$ cat src/rtl/multi_freq_div.sv
// multi_freq_div: multi-channel programmable clock-enable and divided-clock generator
module multi_freq_div #(
    parameter int N_CH    = 4,
    parameter int DIV_W   = 16,
    parameter int CH_W    = (N_CH > 1) ? $clog2(N_CH) : 1,
    parameter int DEF_DIV = 10,
    parameter int DEF_HI  = 5
) (
    input  logic             clk,
    input  logic             rst,
    input  logic [N_CH-1:0]  en,
    input  logic             sync,
    input  logic             cfg_we,
    input  logic [CH_W-1:0]  cfg_ch,
    input  logic [DIV_W-1:0] cfg_div,
    input  logic [DIV_W-1:0] cfg_hi,
    output logic [N_CH-1:0]  div_out,
    output logic [N_CH-1:0]  tick,
    output logic [N_CH-1:0]  cfg_pend
);
    logic [DIV_W-1:0] cnt    [N_CH];
    logic [DIV_W-1:0] act_r  [N_CH];
    logic [DIV_W-1:0] act_h  [N_CH];
    logic [DIV_W-1:0] sh_r   [N_CH];
    logic [DIV_W-1:0] sh_h   [N_CH];
    logic [DIV_W-1:0] cnt_n  [N_CH];
    logic [DIV_W-1:0] act_r_n[N_CH];
    logic [DIV_W-1:0] act_h_n[N_CH];
    logic [DIV_W-1:0] sh_r_n [N_CH];
    logic [DIV_W-1:0] sh_h_n [N_CH];
    logic [N_CH-1:0]  running, wr, wrap, step, load, pend_n, div_n;

    // A channel only advances its count when enabled, running, unsynced and not parked;
    // every other edge is a load point where the shadow ratio becomes active.
    always_comb begin
        for (int i = 0; i < N_CH; i++) begin
            wr[i]      = cfg_we && cfg_ch == CH_W'(i);
            sh_r_n[i]  = wr[i] ? cfg_div : sh_r[i];
            sh_h_n[i]  = wr[i] ? cfg_hi : sh_h[i];
            wrap[i]    = en[i] && running[i] && !sync && act_r[i] != '0 && cnt[i] == act_r[i] - DIV_W'(1);
            step[i]    = en[i] && running[i] && !sync && act_r[i] != '0 && !wrap[i];
            load[i]    = !step[i];
            act_r_n[i] = load[i] ? sh_r_n[i] : act_r[i];
            act_h_n[i] = load[i] ? sh_h_n[i] : act_h[i];
            cnt_n[i]   = step[i] ? cnt[i] + DIV_W'(1) : '0;
            pend_n[i]  = !load[i] && (wr[i] || cfg_pend[i]);
            div_n[i]   = en[i] && act_r_n[i] != '0 && cnt_n[i] < act_h_n[i];
        end
    end

    // Channel state and registered outputs; reset drops outputs without waiting for an edge.
    always_ff @(posedge clk or posedge rst) begin
        if (rst) begin
            running  <= '0;
            div_out  <= '0;
            tick     <= '0;
            cfg_pend <= '0;
            for (int i = 0; i < N_CH; i++) begin
                cnt[i]   <= '0;
                act_r[i] <= DIV_W'(DEF_DIV);
                act_h[i] <= DIV_W'(DEF_HI);
                sh_r[i]  <= DIV_W'(DEF_DIV);
                sh_h[i]  <= DIV_W'(DEF_HI);
            end
        end else begin
            running  <= en;
            div_out  <= div_n;
            tick     <= wrap;
            cfg_pend <= pend_n;
            for (int i = 0; i < N_CH; i++) begin
                cnt[i]   <= cnt_n[i];
                act_r[i] <= act_r_n[i];
                act_h[i] <= act_h_n[i];
                sh_r[i]  <= sh_r_n[i];
                sh_h[i]  <= sh_h_n[i];
            end
        end
    end
endmodule

$ cat config.mk
export PLATFORM = sky130hd
export DESIGN_NAME = multi_freq_div
export DESIGN_NICKNAME = d
export VERILOG_FILES = /design/src/rtl/multi_freq_div.sv
export SDC_FILE = /design/constraint.sdc
export NUM_CORES = 1
export LEC_CHECK = 0
export BUFFER_PORTS_ARGS = -buffer_cell sky130_fd_sc_hd__buf_2
export CAP_MARGIN = 25
export CORE_MARGIN = 2
export CORE_UTILIZATION = 55
export DETAILED_ROUTE_END_ITERATION = 16
export GPL_ROUTABILITY_DRIVEN = 0
export PLACE_DENSITY_LB_ADDON = 0.15
export SLEW_MARGIN = 40
export SYNTH_ARGS = -nofsm -noshare
export SYNTH_HDL_FRONTEND = slang
export SYNTH_SLANG_ARGS = --single-unit
export TNS_END_PERCENT = 100
$ cat constraint.sdc
create_clock -name clk -period 19.8 [get_ports clk]
set_input_delay 3.96 -clock clk [delete_from_list [all_inputs] [get_ports clk]]
set_output_delay 3.96 -clock clk [all_outputs]
set_load 0.005 [all_outputs]
==> impl_metrics.ini, run 1 <==
[timing]
tightest_slew_ns = 0.7656
finClkSkew_ns = 0.009770
finalHoldViolations = 0
maxSlewHeadroom_pct = 48.65
post-route-period-util_pct = 34.40
fmax_ghz = 0.1468
rsz0062_at_grt = no
final_max_slew_viol_count = 0
holdWs_ns = 0.4845
setup_tns_ns = 0
setup_viol = 0
min_period_ns = 6.812

[floorplanning]
fp.dieW_um = 180.5
io_pins = 54
rows = 64
coreArea_um2 = 30670
dieHeight_um = 180.5
initial_core_util_pct = 55.90
die_area_um2 = 32600

[detailed_routing]
routed.top_layer = met5
wl_met1_mm = 18.23
drtPass1Iterations = 5
wl_met2_mm = 18.00
detail-route-antenna-nets = 0
via_count = 11650
wl_mm = 39.51
first_iter_violations = 738
drt-vias-per-instance = 5.721
wl_per_cell_um = 19.41
wl_met3_mm = 1.620
drcViolationCount = 0

[synthesis]
ys_ff_latch = 336
postSynth.asyncResetShare_pct = 100.0
ys_seq_area_share_pct = 49.28
synth_nets = 1680
syn_area_um2 = 17140
ys.warnings.count = 0
avgSynthCellArea_um2 = 10.95
synth_top_family_by_area = simple AND/OR/NAND/NOR gates
synthMuxAreaShare_pct = 13.46
synthSimpleGateAreaFrac_pct = 13.69
yosys.cell_types.count = 77
netlist_top_cells_area = dfrtp_1, mux2_2, mux2i_1, ha_1, dfstp_2
ys.flop_type = dfrtp_1
synth_xor_area_share_pct = 6.693
yosys.area.top_type = dfrtp_1
synth_compound_area_share_pct = 6.700
synth_fa_ha_area_share_pct = 5.255
syn_inst = 1566
synth-edff-count = 0
synth_top_area_share_pct = 44.38

[setup_path]
worstPathMaxFanout = 35
cp_data_required_time_ns = 20.25
max_stage_delay_ns = 0.44
crit_path_end_kind = register
r2r_start = act_r[48]
critPathLaunch = cfg_ch[0]
worstSetupPathType = input pin to register
crit_top_cell = nor2_1
critPathArrivalTime_ns = 7.26
critical_path.slowest_cell = buf_4
crit_family = compound AO/OA/AOI/OAI gates
worstSetupStartpointType = input pin
crit_chain = buf_2 -> nor3b_2 -> buf_4 -> mux2_2 -> mux2i_1 -> ha_1 -> a21o_1 -> a21o_1 -> a21oi_1 -> nor2_1 -> a2111oi_0 -> nor2_1 -> a2111oi_0 -> o211ai_1 -> nor2_1
path_buf_inv = 2

[power]
power.switching_w = 0.0005274
p_comb_share_pct = 16.3
p_clk_share_pct = 38.9
leakage_nw = 9.197
swShare_pct = 27.22
ir_drop_uv = 87.83
powerDensity_nw_per_um2 = 101.8
cellInternalPower_w = 0.001410
sequentialPowerShare_pct = 44.8

[cells_and_area]
n_antenna_cell = 0
fin_cells = 2036
final_common_cell = dfrtp_1
areaGrowthSynthToFinish_pct = 10.96
final_core_util_pct = 62.02
drive_gt1_share_pct = 18.05
nNetsFinal = 1726
layout_common_cells = dfrtp_1, nor2_1, inv_1

[clock_network]
cts_root_buf = clkbuf_16
clk_pin_slew_ns = 0.06
cts_tree = done
clk_latency_ns = 0.52
cts_resized = 0
cts.sinks = 336
cts_made_buffers = 37
post_cts_buffers = 0
holdBufCountCts = 0
htree_levels = 2
clockBufferDepth = 3

[global_route]
antenna_found_initial = 5
grt_pass1_vias = 11740
overflow = 0
track_usage_pct = 24.71
grt_max_degree = 114
grt_pass1_wl_mm = 63.60

[placed_design]
placed_cells = 1969
hpwlAfterDp_mm = 27.04
port_buffers = 53

[run_status]
outcome = finished clean

[run]
max_cap_viol_count = 0

[worst_hold_path]
hp-class = register to register
hold_start = act_h[29]
-- logic make-up (layout without fill, tap and decap cells) --
family,after synthesis,in the layout
multiplexers,217,217
AND/OR/NAND/NOR,452,452
flip-flops,336,336
buffers and inverters,186,260
XOR/XNOR,131,131
adder cells (fa/ha/maj),72,72
AO/OA/AOI/OAI,172,172
-- stage by stage --
step | setup WS (ns) | power [W] | area, µm²
2_1_floorplan | 6.583 | 0.001104 | 17140
3_3_place_gp | 12.48 | 0.001179 | 17650
3_5_place_dp | 12.49 | 0.001192 | 17660
4_1_cts | 13.02 | 0.001955 | 19000
5_1_grt | 12.77 | 0.002037 | 19020
6_report | 12.99 | 0.001937 | 19020
-- routing by layer --
layer / GRT usage, % / vias up
met4: 9.903 / 2
met5: 0 / -
li1: - / 5540
met1: 34.33 / 5821
met2: 38.50 / 209
met3: 4.608 / 76
-- worst reg2reg max path: stages (launching register included) --
cell and delay (ns):
dfrtp_1 0.45, inv_1 0.11, ha_1 0.28, or3b_2 0.54, o41ai_1 0.34, o32ai_1 0.13
o21ai_1 0.18, nand4_1 0.20, o21bai_4 0.49, buf_4 0.53, mux2i_1 0.31, ha_1 0.28
a21oi_1 0.13, nor2b_1 0.06, o21ai_0 0.18, nand2_1 0.10, a2111oi_0 0.42, o211ai_1 0.15
nor2_1 0.13
-- state kept, by name (all words and copies together) (netlist names) --
signal    flops
act_r        64
cfg_pend      4
cnt          64
div_out       4
sh_r         64
act_h        64
tick          4
running       4
sh_h         64
-- power by group through the flow --
stage / Sequential, W / Clock (W) / Combinational [W]
after floorplan: 0.000855 / 0 / 0.000249
final: 0.000869 / 0.000754 / 0.000315
after CTS: 0.000869 / 0.000770 / 0.000316
after detailed placement: 0.000879 / 0 / 0.000313
after global placement: 0.000875 / 0 / 0.000304
after global routing: 0.000882 / 0.000801 / 0.000354
-- path summary, 6_finish.rpt --
kind / cells past startpoint / slack (ns) / to
hold / removal: 2 / 0.48 / act_h[29]
hold reg to reg: 2 / 0.48 / act_h[29]
setup / recovery: 15 / 12.99 / div_out[0]
setup reg to reg: 18 / 14.72 / div_out[0]
max in group asynchronous: 4 / 14.60 / sh_h[9]
min in group asynchronous: 2 / 3.48 / sh_r[21]
-- cell usage after synthesis, types with 4 or more instances --
master,instances
o21ai_0,16
a31oi_1,10
buf_4,11
a21oi_1,61
o31ai_1,4
mux2i_1,109
nand3b_1,8
nand2_1,55
nand4_1,38
dfstp_2,32
mux2_2,107
dfrtp_1,304
nor3_1,25
nor3b_1,5
nor4_1,22
o21bai_1,4
nand3_1,44
o2111ai_1,4
a21oi_2,9
or3_1,4
a2111oi_0,7
inv_1,130
ha_1,72
or4_1,8
xnor2_1,63
xor2_1,68
a211oi_1,5
o21a_1,7
buf_1,4
a21o_1,13
clkbuf_1,19
a211o_1,4
buf_2,10
and4_1,5
nor4_2,4
nor2_1,167
nand2b_1,11
buf_6,10
and3_1,19
o211ai_1,7
nor2b_1,6
-- area by class of cell --
type                    instances  area, µm²
flip-flops and latches        336       8448
repair buffers                 63      351.6
fillers                      2575      11650
inverters                     130      500.5
clock inverters                12      245.2
well taps                     396      495.5
clock buffers                  55       1096
multi-input cells            1044       7885
Note: power is estimated with default switching activity, not from simulation.
==> run 2: changes to the inputs <==
- ABC_AREA: unset -> 1
- clock period: 19.8 -> 6.1 ns (I/O delays scaled with it)
==> impl_metrics.ini, run 2 <==
[timing]
tightest_slew_ns = 0.7593
rsz0062_at_grt = no
maxSlewHeadroom_pct = 49.38
holdWs_ns = 0.4986
finClkSkew_ns = 0.01642
setup_tns_ns = 0
min_period_ns = 4.311
fmax_ghz = 0.2320
finalHoldViolations = 0
post-route-period-util_pct = 70.67
setup_viol = 0
final_max_slew_viol_count = 0

[setup_path]
r2r_start = act_r[48]
critPathLaunch = act_r[48]
crit_top_cell = nand3_1
max_stage_delay_ns = 0.49
worstPathMaxFanout = 60
critical_path.slowest_cell = nand2_4
reg2reg_slack_ns = 1.79
crit_path_end_kind = register
critPathArrivalTime_ns = 4.77
crit_path_end = div_out[0]
cp_data_required_time_ns = 6.56
worstSetupStartpointType = register
timing.rr.end = div_out[0]
worstSetupPathType = register to register
reg2reg_depth = 20
crit_chain = inv_1 -> ha_1 -> nand3_1 -> nor2_2 -> nand3_1 -> nand2_1 -> nand3_1 -> nor2_1 -> nand3_2 -> nand2_4 -> inv_2 -> o21ai_0 -> ha_1 -> a21oi_1 -> nor2_1 -> a211oi_1 -> o21ai_0 -> a311oi_1 -> nand2_1 -> a21oi_2

[clock_network]
cts_made_buffers = 37
clockBufferDepth = 3
clk_latency_ns = 0.53
post_cts_buffers = 0
clk_pin_slew_ns = 0.06
cts_root_buf = clkbuf_16
cts_tree = done
cts.sinks = 336
cts_resized = 0
holdBufCountCts = 0
htree_levels = 2

[detailed_routing]
drtPass1Iterations = 6
detail-route-antenna-nets = 0
via_count = 14800
drcViolationCount = 0
wl_per_cell_um = 16.59
first_iter_violations = 943
drt-vias-per-instance = 5.361
wl_mm = 45.78

[cells_and_area]
final_common_cell = nand2_1
nNetsFinal = 2402
final_core_util_pct = 61.43
layout_common_cells = nand2_1, dfrtp_1, inv_1
drive_gt1_share_pct = 13.30
design_area_um2 = 19940
areaGrowthSynthToFinish_pct = 10.33

[synthesis]
synth_most_common_cell = nand2_1
avgSynthCellArea_um2 = 8.045
ys.warnings.count = 0
synth_nets = 2360
synth-edff-count = 0
syn_area_um2 = 18070
ys_ff_latch = 336
ys.flop_type = dfrtp_1
synth_top_area_share_pct = 42.10
yosys.area.top_type = dfrtp_1
netlist_top_cells_area = dfrtp_1, nand2_1, inv_1, o21ai_0, ha_1
ys_seq_area_share_pct = 46.76
postSynth.asyncResetShare_pct = 100.0
yosys-top-cells-count = nand2_1, dfrtp_1, inv_1, nor2_1, o21ai_0
syn_inst = 2246
yosys.cell_types.count = 52

[worst_hold_path]
hp-class = register to register

[floorplanning]
dieHeight_um = 185.3
fp.dieW_um = 185.3
die_area_um2 = 34320
initial_core_util_pct = 55.68
rows = 66
coreArea_um2 = 32450
io_pins = 54

[global_route]
grt_pass1_wl_mm = 74.44
overflow = 0
grt_max_degree = 109
track_usage_pct = 27.76
grt_pass1_vias = 14670
antenna_found_initial = 1

[run]
max_cap_viol_count = 0

[placed_design]
dpl_cell_area_um2 = 18650
port_buffers = 53
hpwlAfterDp_mm = 33.34

[power]
leakage_nw = 9.951
ir_drop_uv = 239.0
powerDensity_nw_per_um2 = 316.9

[run_status]
outcome = finished clean
run 2: worst max-delay path, delay by kind of cell (launching register included):
family                   cells  cell delay, ns
AO/OA/AOI/OAI                6            1.04
adder cells (fa/ha/maj)      2            0.56
flip-flops                   1            0.38
buffers and inverters        2            0.53
AND/OR/NAND/NOR             10            1.70
run 2: layout make-up:
cell class | count | area (µm²)
fill | 2893 | 12520
sequential | 336 | 8448
multi-input combinational | 1570 | 8227
clock buffer | 52 | 1085
inverter | 282 | 1065
tap | 442 | 553.0
timing repair buffer | 61 | 365.4
clock inverter | 14 | 185.2
antenna | 3 | 7.507
run 2: kinds of logic after synthesis:
family | count (synthesis) | share of synthesized area [%]
XOR/XNOR | 64 | 3.102
adder cells (fa/ha/maj) | 72 | 4.986
AO/OA/AOI/OAI | 323 | 9.916
AND/OR/NAND/NOR | 1111 | 27.40
buffers and inverters | 340 | 7.839
flip-flops | 336 | 46.76
run 2: stage by stage:
stage | setup slack [ns] | cells | total power, W
6_report | 1.789 | 2760 | 0.006318
2_1_floorplan | 0.4155 | 2246 | 0.003670
5_1_grt | 1.342 | 2757 | 0.006668
3_5_place_dp | 1.609 | 2691 | 0.004002
3_3_place_gp | 1.687 | 2690 | 0.003959
4_1_cts | 1.841 | 2757 | 0.006352
run 2: worst min path at each step:
stage	from	endpoint	depth (start not counted)
finish	sh_h[29]	sh_h[29]	2
global route	sh_h[58]	sh_h[58]	2
CTS	sh_h[58]	sh_h[58]	2
detailed placement	sh_h[58]	sh_h[58]	2
global placement	sh_r[53]	sh_r[53]	2
floorplan	sh_h[20]	sh_h[20]	2
run 2: layer usage:
metal	track usage [%]	up-vias	share of wire (%)
li1	-	7255	-
met1	37.61	7044	45
met2	45.57	391	47
met3	4.227	104	5.3
met4	9.206	2	3.0
met5	1.778	-	0.17
run 2: report_power, final:
group / internal [W] / switching [W] / total (W)
clock: 0.00141 / 0.000922 / 0.00234
sequential: 0.00254 / 0.000157 / 0.00269
combinational: 0.000435 / 0.000853 / 0.00129
total: 0.00439 / 0.00193 / 0.00632
